[config.mk]
export PLATFORM = sky130hd
export DESIGN_NAME = tap_collector
export DESIGN_NICKNAME = d
export VERILOG_FILES = /design/src/rtl/tap_collector_pkg.sv /design/src/rtl/tap_out_reg.sv /design/src/rtl/tap_collector.sv
export SDC_FILE = /design/constraint.sdc
export NUM_CORES = 1
export LEC_CHECK = 0
export BUFFER_PORTS_ARGS = -buffer_cell sky130_fd_sc_hd__buf_2
export CAP_MARGIN = 15
export CORE_MARGIN = 5
export CORE_UTILIZATION = 53
export DETAILED_ROUTE_END_ITERATION = 6
export PLACE_DENSITY_LB_ADDON = 0.1
export SLEW_MARGIN = 20
export SYNTH_ARGS = -nofsm -noshare
export SYNTH_HDL_FRONTEND = slang
export SYNTH_SLANG_ARGS = --single-unit
[constraint.sdc]
create_clock -name clk -period 2 [get_ports clk]
set_input_delay 0.5 -clock clk [delete_from_list [all_inputs] [get_ports clk]]
set_output_delay 0.5 -clock clk [all_outputs]
set_load 0.005 [all_outputs]
[src/rtl/tap_collector_pkg.sv]
// Shared constants and types for the tap collector: sample width default,
// group size and the lane-index width used by the collect stage.
package tap_collector_pkg;

  localparam int unsigned DATA_W_DEF = 13;
  localparam int unsigned LANES_C    = 4;
  localparam int unsigned IDX_W      = 2;

  typedef enum logic [1:0] {
    OUT_EMPTY     = 2'd0,
    OUT_FULL      = 2'd1,
    OUT_FULL_PEND = 2'd2
  } out_state_e;

endpackage

[src/rtl/tap_out_reg.sv]
// Output register plus one-deep pending slot for completed groups; presents
// groups with valid/ready and back-pressures the collector while full.
module tap_out_reg
  import tap_collector_pkg::*;
#(
  parameter int unsigned DATA_W = DATA_W_DEF
) (
  input  logic                        clk,
  input  logic                        rst_n,
  input  logic [LANES_C*DATA_W-1:0]   grp_data,
  input  logic [2:0]                  grp_count,
  input  logic                        grp_valid,
  output logic [LANES_C*DATA_W-1:0]   out_data,
  output logic [2:0]                  out_count,
  output logic                        out_valid,
  input  logic                        out_ready,
  output logic                        pending
);

  out_state_e state, state_n;
  logic       load_new;
  logic       load_pend;
  logic       drain;

  logic [LANES_C*DATA_W-1:0] pend_data;
  logic [2:0]                pend_count;

  always_ff @(posedge clk) begin
    if (!rst_n) state <= OUT_EMPTY;
    else        state <= state_n;
  end

  always_comb begin
    state_n   = state;
    load_new  = 1'b0;
    load_pend = 1'b0;
    drain     = 1'b0;
    case (state)
      OUT_EMPTY: begin
        if (grp_valid) begin
          load_new = 1'b1;
          state_n  = OUT_FULL;
        end
      end
      OUT_FULL: begin
        // A new group and a consumed one on the same edge swap with no bubble.
        if (grp_valid) begin
          if (out_ready) begin
            load_new = 1'b1;
          end else begin
            load_pend = 1'b1;
            state_n   = OUT_FULL_PEND;
          end
        end else if (out_ready) begin
          state_n = OUT_EMPTY;
        end
      end
      OUT_FULL_PEND: begin
        if (out_ready) begin
          drain   = 1'b1;
          state_n = OUT_FULL;
        end
      end
      default: state_n = OUT_EMPTY;
    endcase
  end

  always_ff @(posedge clk) begin
    if (!rst_n) begin
      out_data   <= '0;
      out_count  <= '0;
      pend_data  <= '0;
      pend_count <= '0;
    end else begin
      if (load_new) begin
        out_data  <= grp_data;
        out_count <= grp_count;
      end else if (drain) begin
        out_data  <= pend_data;
        out_count <= pend_count;
      end
      if (load_pend) begin
        pend_data  <= grp_data;
        pend_count <= grp_count;
      end
    end
  end

  assign out_valid = (state != OUT_EMPTY);
  assign pending   = (state == OUT_FULL_PEND);

endmodule

[src/rtl/tap_collector.sv]
// Gathers serial samples into groups of four (or fewer on in_last), zero-pads
// unfilled lanes and hands each group to the output register.
module tap_collector
  import tap_collector_pkg::*;
#(
  parameter int unsigned DATA_W = DATA_W_DEF,
  parameter int unsigned LANES  = LANES_C
) (
  input  logic              clk,
  input  logic              rst_n,
  input  logic [DATA_W-1:0] in_data,
  input  logic              in_valid,
  input  logic              in_last,
  output logic              in_ready,
  output logic [DATA_W-1:0] out_a,
  output logic [DATA_W-1:0] out_b,
  output logic [DATA_W-1:0] out_c,
  output logic [DATA_W-1:0] out_d,
  output logic [2:0]        out_count,
  output logic              out_valid,
  input  logic              out_ready
);

  if (LANES != LANES_C) begin : g_lanes_check
    $error("tap_collector: LANES must be 4");
  end

  logic [IDX_W-1:0]          idx;
  logic [DATA_W-1:0]         lane_q [LANES_C];
  logic                      accept;
  logic                      complete;
  logic                      pending;
  logic [LANES_C*DATA_W-1:0] grp_data;
  logic [2:0]                grp_count;
  logic [LANES_C*DATA_W-1:0] out_data;

  assign in_ready = rst_n & ~pending;
  assign accept   = in_valid & in_ready;
  assign complete = accept & (in_last | (idx == IDX_W'(LANES_C - 1)));

  // The completing sample is merged in directly; lanes above it read zero,
  // so stale collect registers from an earlier group never leak out.
  always_comb begin
    grp_data = '0;
    for (int unsigned i = 0; i < LANES_C; i++) begin
      if (IDX_W'(i) < idx)       grp_data[i*DATA_W +: DATA_W] = lane_q[i];
      else if (IDX_W'(i) == idx) grp_data[i*DATA_W +: DATA_W] = in_data;
    end
  end

  assign grp_count = {1'b0, idx} + 3'd1;

  always_ff @(posedge clk) begin
    if (!rst_n) begin
      idx    <= '0;
      lane_q <= '{default: '0};
    end else if (accept) begin
      lane_q[idx] <= in_data;
      idx         <= complete ? '0 : idx + 1'b1;
    end
  end

  tap_out_reg #(
    .DATA_W (DATA_W)
  ) u_out_reg (
    .clk       (clk),
    .rst_n     (rst_n),
    .grp_data  (grp_data),
    .grp_count (grp_count),
    .grp_valid (complete),
    .out_data  (out_data),
    .out_count (out_count),
    .out_valid (out_valid),
    .out_ready (out_ready),
    .pending   (pending)
  );

  assign out_a = out_data[0*DATA_W +: DATA_W];
  assign out_b = out_data[1*DATA_W +: DATA_W];
  assign out_c = out_data[2*DATA_W +: DATA_W];
  assign out_d = out_data[3*DATA_W +: DATA_W];

endmodule

==> Word-level counts from Yosys, hierarchy flattened <==
Cells that the tools add are included.
{ "totals": {"reg_bits": 166, "inputBits": 18, "out_inout_bits": 57, "elab_cells": 70} }
{ "op_classes": {"add_sub_neg": 2, "n_lt_le_gt_ge": 6, "n_eq_ne": 10, "n_mux": 30, "bitwise": 6, "reduce_logical": 6} }
{ "ops": {"columns": ["operator", "count"], "rows": [
  ["$mux 13", 9],
  ["$mux 52", 2],
  ["$bwmux 52", 1],
  ["$demux 13 s2", 1],
  ["$mux 2", 6],
  ["$mux 1", 7],
  ["$mux 3", 2],
  ["$ne 3x3->1 const B", 2],
  ["$pmux 2 s3", 1],
  ["$eq 2x2->1 const A", 2],
  ["$eq 2x2->1 const B", 2],
  ["$logic_not 2->1", 2],
  ["$lt 1x2->1 const A", 2],
  ["$lt 2x2->1 const A", 2],
  ["$ne 2x2->1 const B", 2],
  ["$reduce_and 4->1", 1],
  ["$reduce_bool 2->1", 2],
  ["$add 2x1->3 const B", 1],
  ["$and 1x1->1", 3],
  ["$ge 3x3->1 const B", 1],
  ["$lt 3x1->1 const B", 1],
  ["$not 2->3", 1],
  ["$add 2x1->2 const B", 1],
  ["$eq 1x2->1 const A", 1],
  ["other kinds (5)", 5]
]} }

==> Depth between registers and ports, before layout <==
{ "logic_depth": {"word_depth": 8, "ltp_mapped": 9, "mapped_depth_nobuf": 5} }

==> Modules after synthesis <==
From an unflattened synthesis, not the netlist that was laid out.
{ "unflattened": {"hier_cells": 841, "hier_area_um2": 6975.4} }
{ "modules_own_cells": {"columns": ["module", "n_inst", "cells_each", "area_each_um2", "seq_area_each_um2"], "rows": [
  ["tap_out_reg", 1, 566, 4715.8, 2242.2],
  ["tap_collector", 1, 275, 2259.7, 820.8]
]} }

==> Worst setup path before layout <==
Ideal clock, no wire load.
{ "synth_timing": {"kind": "register to register", "start": "reg idx[1]", "end": "reg u_out_reg.out_data[10]", "setup_ns": 0.129, "t_arrival_ns": 1.919, "t_required_ns": 1.871, "setup_slack_ns": -0.049, "path_stages_with_launch": 9, "n_path_buf": 3, "synth_period_minus_slack_ns": 2.049, "path_cell_list": "dfxtp_1 inv_1 clkbuf_1 ha_1 buf_2 buf_4 mux2_1 o41ai_1 a31oi_1"} }
{ "synth_between": {"elab_chain_cells": 6, "elab_cells_between_ends": 12, "cone_classes": "order compare: 1; eq/ne: 1; mux: 6; bitwise: 2; reduce/logical: 2"} }
{ "synth_lines": {"columns": ["element", "line", "rtl"], "rows": [
  ["start: declaration", "tap_collector.sv:28", "logic [IDX_W-1:0] idx;"],
  ["start signal: assignment", "tap_collector.sv:59", "idx <= complete ? '0 : idx + 1'b1;"],
  ["$eq 2x2->1", "tap_collector.sv:39", "assign complete = accept & (in_last | (idx == IDX_W'(LANES_C - 1)));"],
  ["$or 1x1->1", "tap_collector.sv:39", null],
  ["$and 1x1->1", "tap_collector.sv:39", null],
  ["$mux 1, on equally long branches", "tap_out_reg.sv:47, tap_out_reg.sv:40", null],
  ["$pmux 1 s2", "tap_out_reg.sv:38", "case (state)"],
  ["$mux 52 / $reduce_bool 2->1 (equally long branches)", null, null],
  ["end signal: assignment", "tap_out_reg.sv:76", "out_data <= grp_data;"],
  ["end signal: assignment", "tap_out_reg.sv:79", "out_data <= pend_data;"],
  ["end: declaration", "tap_out_reg.sv:13", "output logic [LANES_C*DATA_W-1:0] out_data,"]
]} }
Parallel ways exist; a longest one is shown, timed or not.
A chain may end at the register's enable or synchronous reset.

==> Worst setup path in the final report <==
{ "layout_timing": {"start": "reg u_out_reg.state[1]", "end": "out in_ready"} }
{ "layout_between": {"elab_chain_cells": 3} }
{ "layout_lines": {"columns": ["element", "line", "rtl"], "rows": [
  ["start: declaration", "tap_out_reg.sv:20", "out_state_e state, state_n;"],
  ["start signal: assignment", "tap_out_reg.sv:30", "else state <= state_n;"],
  ["$eq 2x2->1", "tap_out_reg.sv:90", "assign pending = (state == OUT_FULL_PEND);"],
  ["$not 1->1", "tap_collector.sv:37", "assign in_ready = rst_n & ~pending;"],
  ["$and 1x1->1", "tap_collector.sv:37", null],
  ["end: declaration", "tap_collector.sv:14", "output logic in_ready,"]
]} }
No other way between the ends.

==> metrics <==
status=complete, no violations; core area=approximately 14000 um2; P&R area growth vs syn=17.1%; CTS tree=yes; die width=between 100 and 150 um; PD cells=889 nW/um2; upper clock frequency limit=540 MHz; Clock Path Buffers=2; H-tree depth=4; routability cong.=0.834; register bit total from synthesis=between 150 and 200; Placement Setup Slack=around 0.21 ns; via count of the routed design=7193; largest net degree at the start of global routing=54; TritonRoute pass-1 iters=5; first-pass GRT wire length=37100 um; Worst EP required=1.50 ns; setup TNS=0 ns; Final Instance Count excl. Fillers=between 1000 and 1500; Starting Density=between 50% and 60%; Post-synth ARST share=0%; WP data arrival=1.35 ns; maximum VDD drop=0.000495 V; Detailed Route Iter0 Violations=849; placed wire-length estimate=13900 um; Root Driver=clkbuf_16; Total Power=7.68 mW; buffer count from post-CTS setup fixing=0; worst setup margin=0.147 ns; Routed Wire Length=23100 um; antenna viol nets, final=0; die area=16400 um2; number of diodes=0; syn nets=roughly 860; share of the yosys chip area belonging to registers=41.5%; Std-Cell Rows=43; Main synth FF type=dfxtp_1; Fin. Hold Viols=0; antenna violations before repair=0; Leakage=2.97 nW; hold path startpoint=out_ready; Die H=128 um; most instantiated cells after synthesis=dfxtp_1, nand2_1, a31oi_1, a21oi_1, nand4_1; Setup Skew=0.00481 ns; Worst Setup End Kind=primary output; Layout Nets=880; crit path launch=u_out_reg.state[1]$_SDFFE_PN0P_; Syn Std Cell Area=between 7000 and 8000 um2; max-slew violations=0; GRT Util Overall=28.2%; grt total ovfl=0; Post-synth EDFFs=0; most common cell in the netlist=dfxtp_1; Boundary Pins=75; Yosys Warn Count=0; Synth Instances=837; Clk Latency, worst-skew pair=0.42 ns; final setup violation count=0; final worst-path cycle share=92.7%; layout filler cell count=1229; kind of critical path=reg -> out; maxcap violations=0; placed insts=between 1000 and 1500; Via-to-Cell Ratio=roughly 6.8; Max-slew headroom=65.6%; Final min period=approximately 1.9 ns; Max FO, Critical Path=20; number of global-route vias before repair=6800; top post-synthesis cells by area=dfxtp_1, a31oi_1, o31ai_1, nand4_1, a21oi_1; share of layout cells above drive strength 1=20.0%; FF-to-FF Start=idx[0]$_SDFFE_PN0P_; cts hold-fix bufs=0; drt drc=0; post-synth top area share=41.5%; RSZ-0062 raised after global routing=false; Yosys cell types=42; Core Util, Final=62.8%; post-synth top area cell=dfxtp_1; clk sinks=153; routed length per instance=22.0 um; # port buffers=74; Num CTS Buffers=17; post-CTS sizing=1; worst-margin pin slew=between 0.5 and 0.6 ns; Worst-path clk slew=0.06 ns; Worst Hold Class=in -> reg; Avg Inst Size Synth=8.82 um2; startpoint types=flip-flop
[path summary, 6_finish.rpt]
kind         cells past startpoint  slack, ns                             endpoint
max                              3       0.15                             in_ready
min                              2       0.31      u_out_reg.state[1]$_SDFFE_PN0P_
max reg2reg                      6       0.17   u_out_reg.out_data[1]$_SDFFE_PN0P_
min reg2reg                      2       0.46  u_out_reg.out_data[10]$_SDFFE_PN0P_
[worst max-delay path: stages (launching register included)]
cell     delay (ns)
dfxtp_4        0.48
nor2b_4        0.27
nor2_1         0.06
buf_2          0.12
[power by group]
part	switching (mW)	internal [mW]	total, mW
Sequential	0.0757	3.17	3.24
Clock	1.23	2.38	3.61
Combinational	0.513	0.313	0.826
Total	1.82	5.86	7.68
[layout by cell type, fill, tap and decap left out, types with 3 or more instances in the layout]
| master | synthesis | layout |
|---|---|---|
| a211oi_1 | 27 | 27 |
| a21oi_1 | 69 | 69 |
| a221oi_1 | 14 | 14 |
| a221oi_2 | 13 | 13 |
| a31oi_1 | 80 | 80 |
| a32oi_1 | 27 | 27 |
| and2_1 | 28 | 28 |
| and3b_1 | 14 | 13 |
| buf_12 | 0 | 16 |
| buf_2 | 48 | 74 |
| buf_4 | 11 | 29 |
| bufinv_16 | 0 | 5 |
| clkbuf_1 | 51 | 3 |
| clkbuf_16 | 0 | 17 |
| clkbuf_8 | 0 | 5 |
| dfxtp_1 | 153 | 152 |
| ha_1 | 4 | 4 |
| inv_1 | 4 | 4 |
| mux2_1 | 13 | 13 |
| nand2_1 | 86 | 86 |
| nand4_1 | 56 | 56 |
| nor3_1 | 13 | 13 |
| nor4_1 | 13 | 13 |
| o31ai_1 | 55 | 55 |
| o41ai_1 | 28 | 28 |
[metal layers]
| metal | share of wire [%] | vias up | global-route usage (%) |
|---|---|---|---|
| li1 | - | 3318 | - |
| met1 | 44 | 3498 | 38.2 |
| met2 | 47 | 333 | 44.7 |
| met3 | 6.9 | 44 | 4.92 |
| met4 | 2.8 | 0 | 11.0 |
| met5 | 0 | - | 0 |
[cells by family (layout without fill, tap and decap cells)]
kind of cell,Yosys count,in the layout,share of synthesized area [%]
muxes,15,15,2.25
adders and majority gates,4,4,0.678
DFF,153,153,41.5
and+or+nand+nor,223,223,16.5
buffers and inverters,123,157,7.83
AOI/OAI and AO/OA,319,319,31.3
[final cells by class]
| cell class | count | area [um2] | area share (%) |
|---|---|---|---|
| Timing Repair Buffer | 119 | 908 | 10.5 |
| Inverter | 6 | 25.0 | 0.289 |
| Clock buffer | 25 | 505 | 5.85 |
| Clock inverter | 7 | 160 | 1.85 |
| Tap cell | 180 | 225 | 2.61 |
| Multi-Input combinational cell | 561 | 3750 | 43.4 |
| Sequential cell | 153 | 3070 | 35.5 |
[flip-flops by register name, indices dropped and copies added (netlist names)]
signal                cells
idx                       2
lane_q                   39
u_out_reg.out_count       3
u_out_reg.out_data       52
u_out_reg.pend_count      3
u_out_reg.pend_data      52
u_out_reg.state           2
[stage by stage]
step	hold WS (ns)	cell area (um2)
floorplan	0.444	7390
global placement	0.452	7970
detailed placement	0.458	7970
CTS	0.303	8640
global route	0.314	8640
finish	0.309	8640
Power figures use the tool's default switching activity.
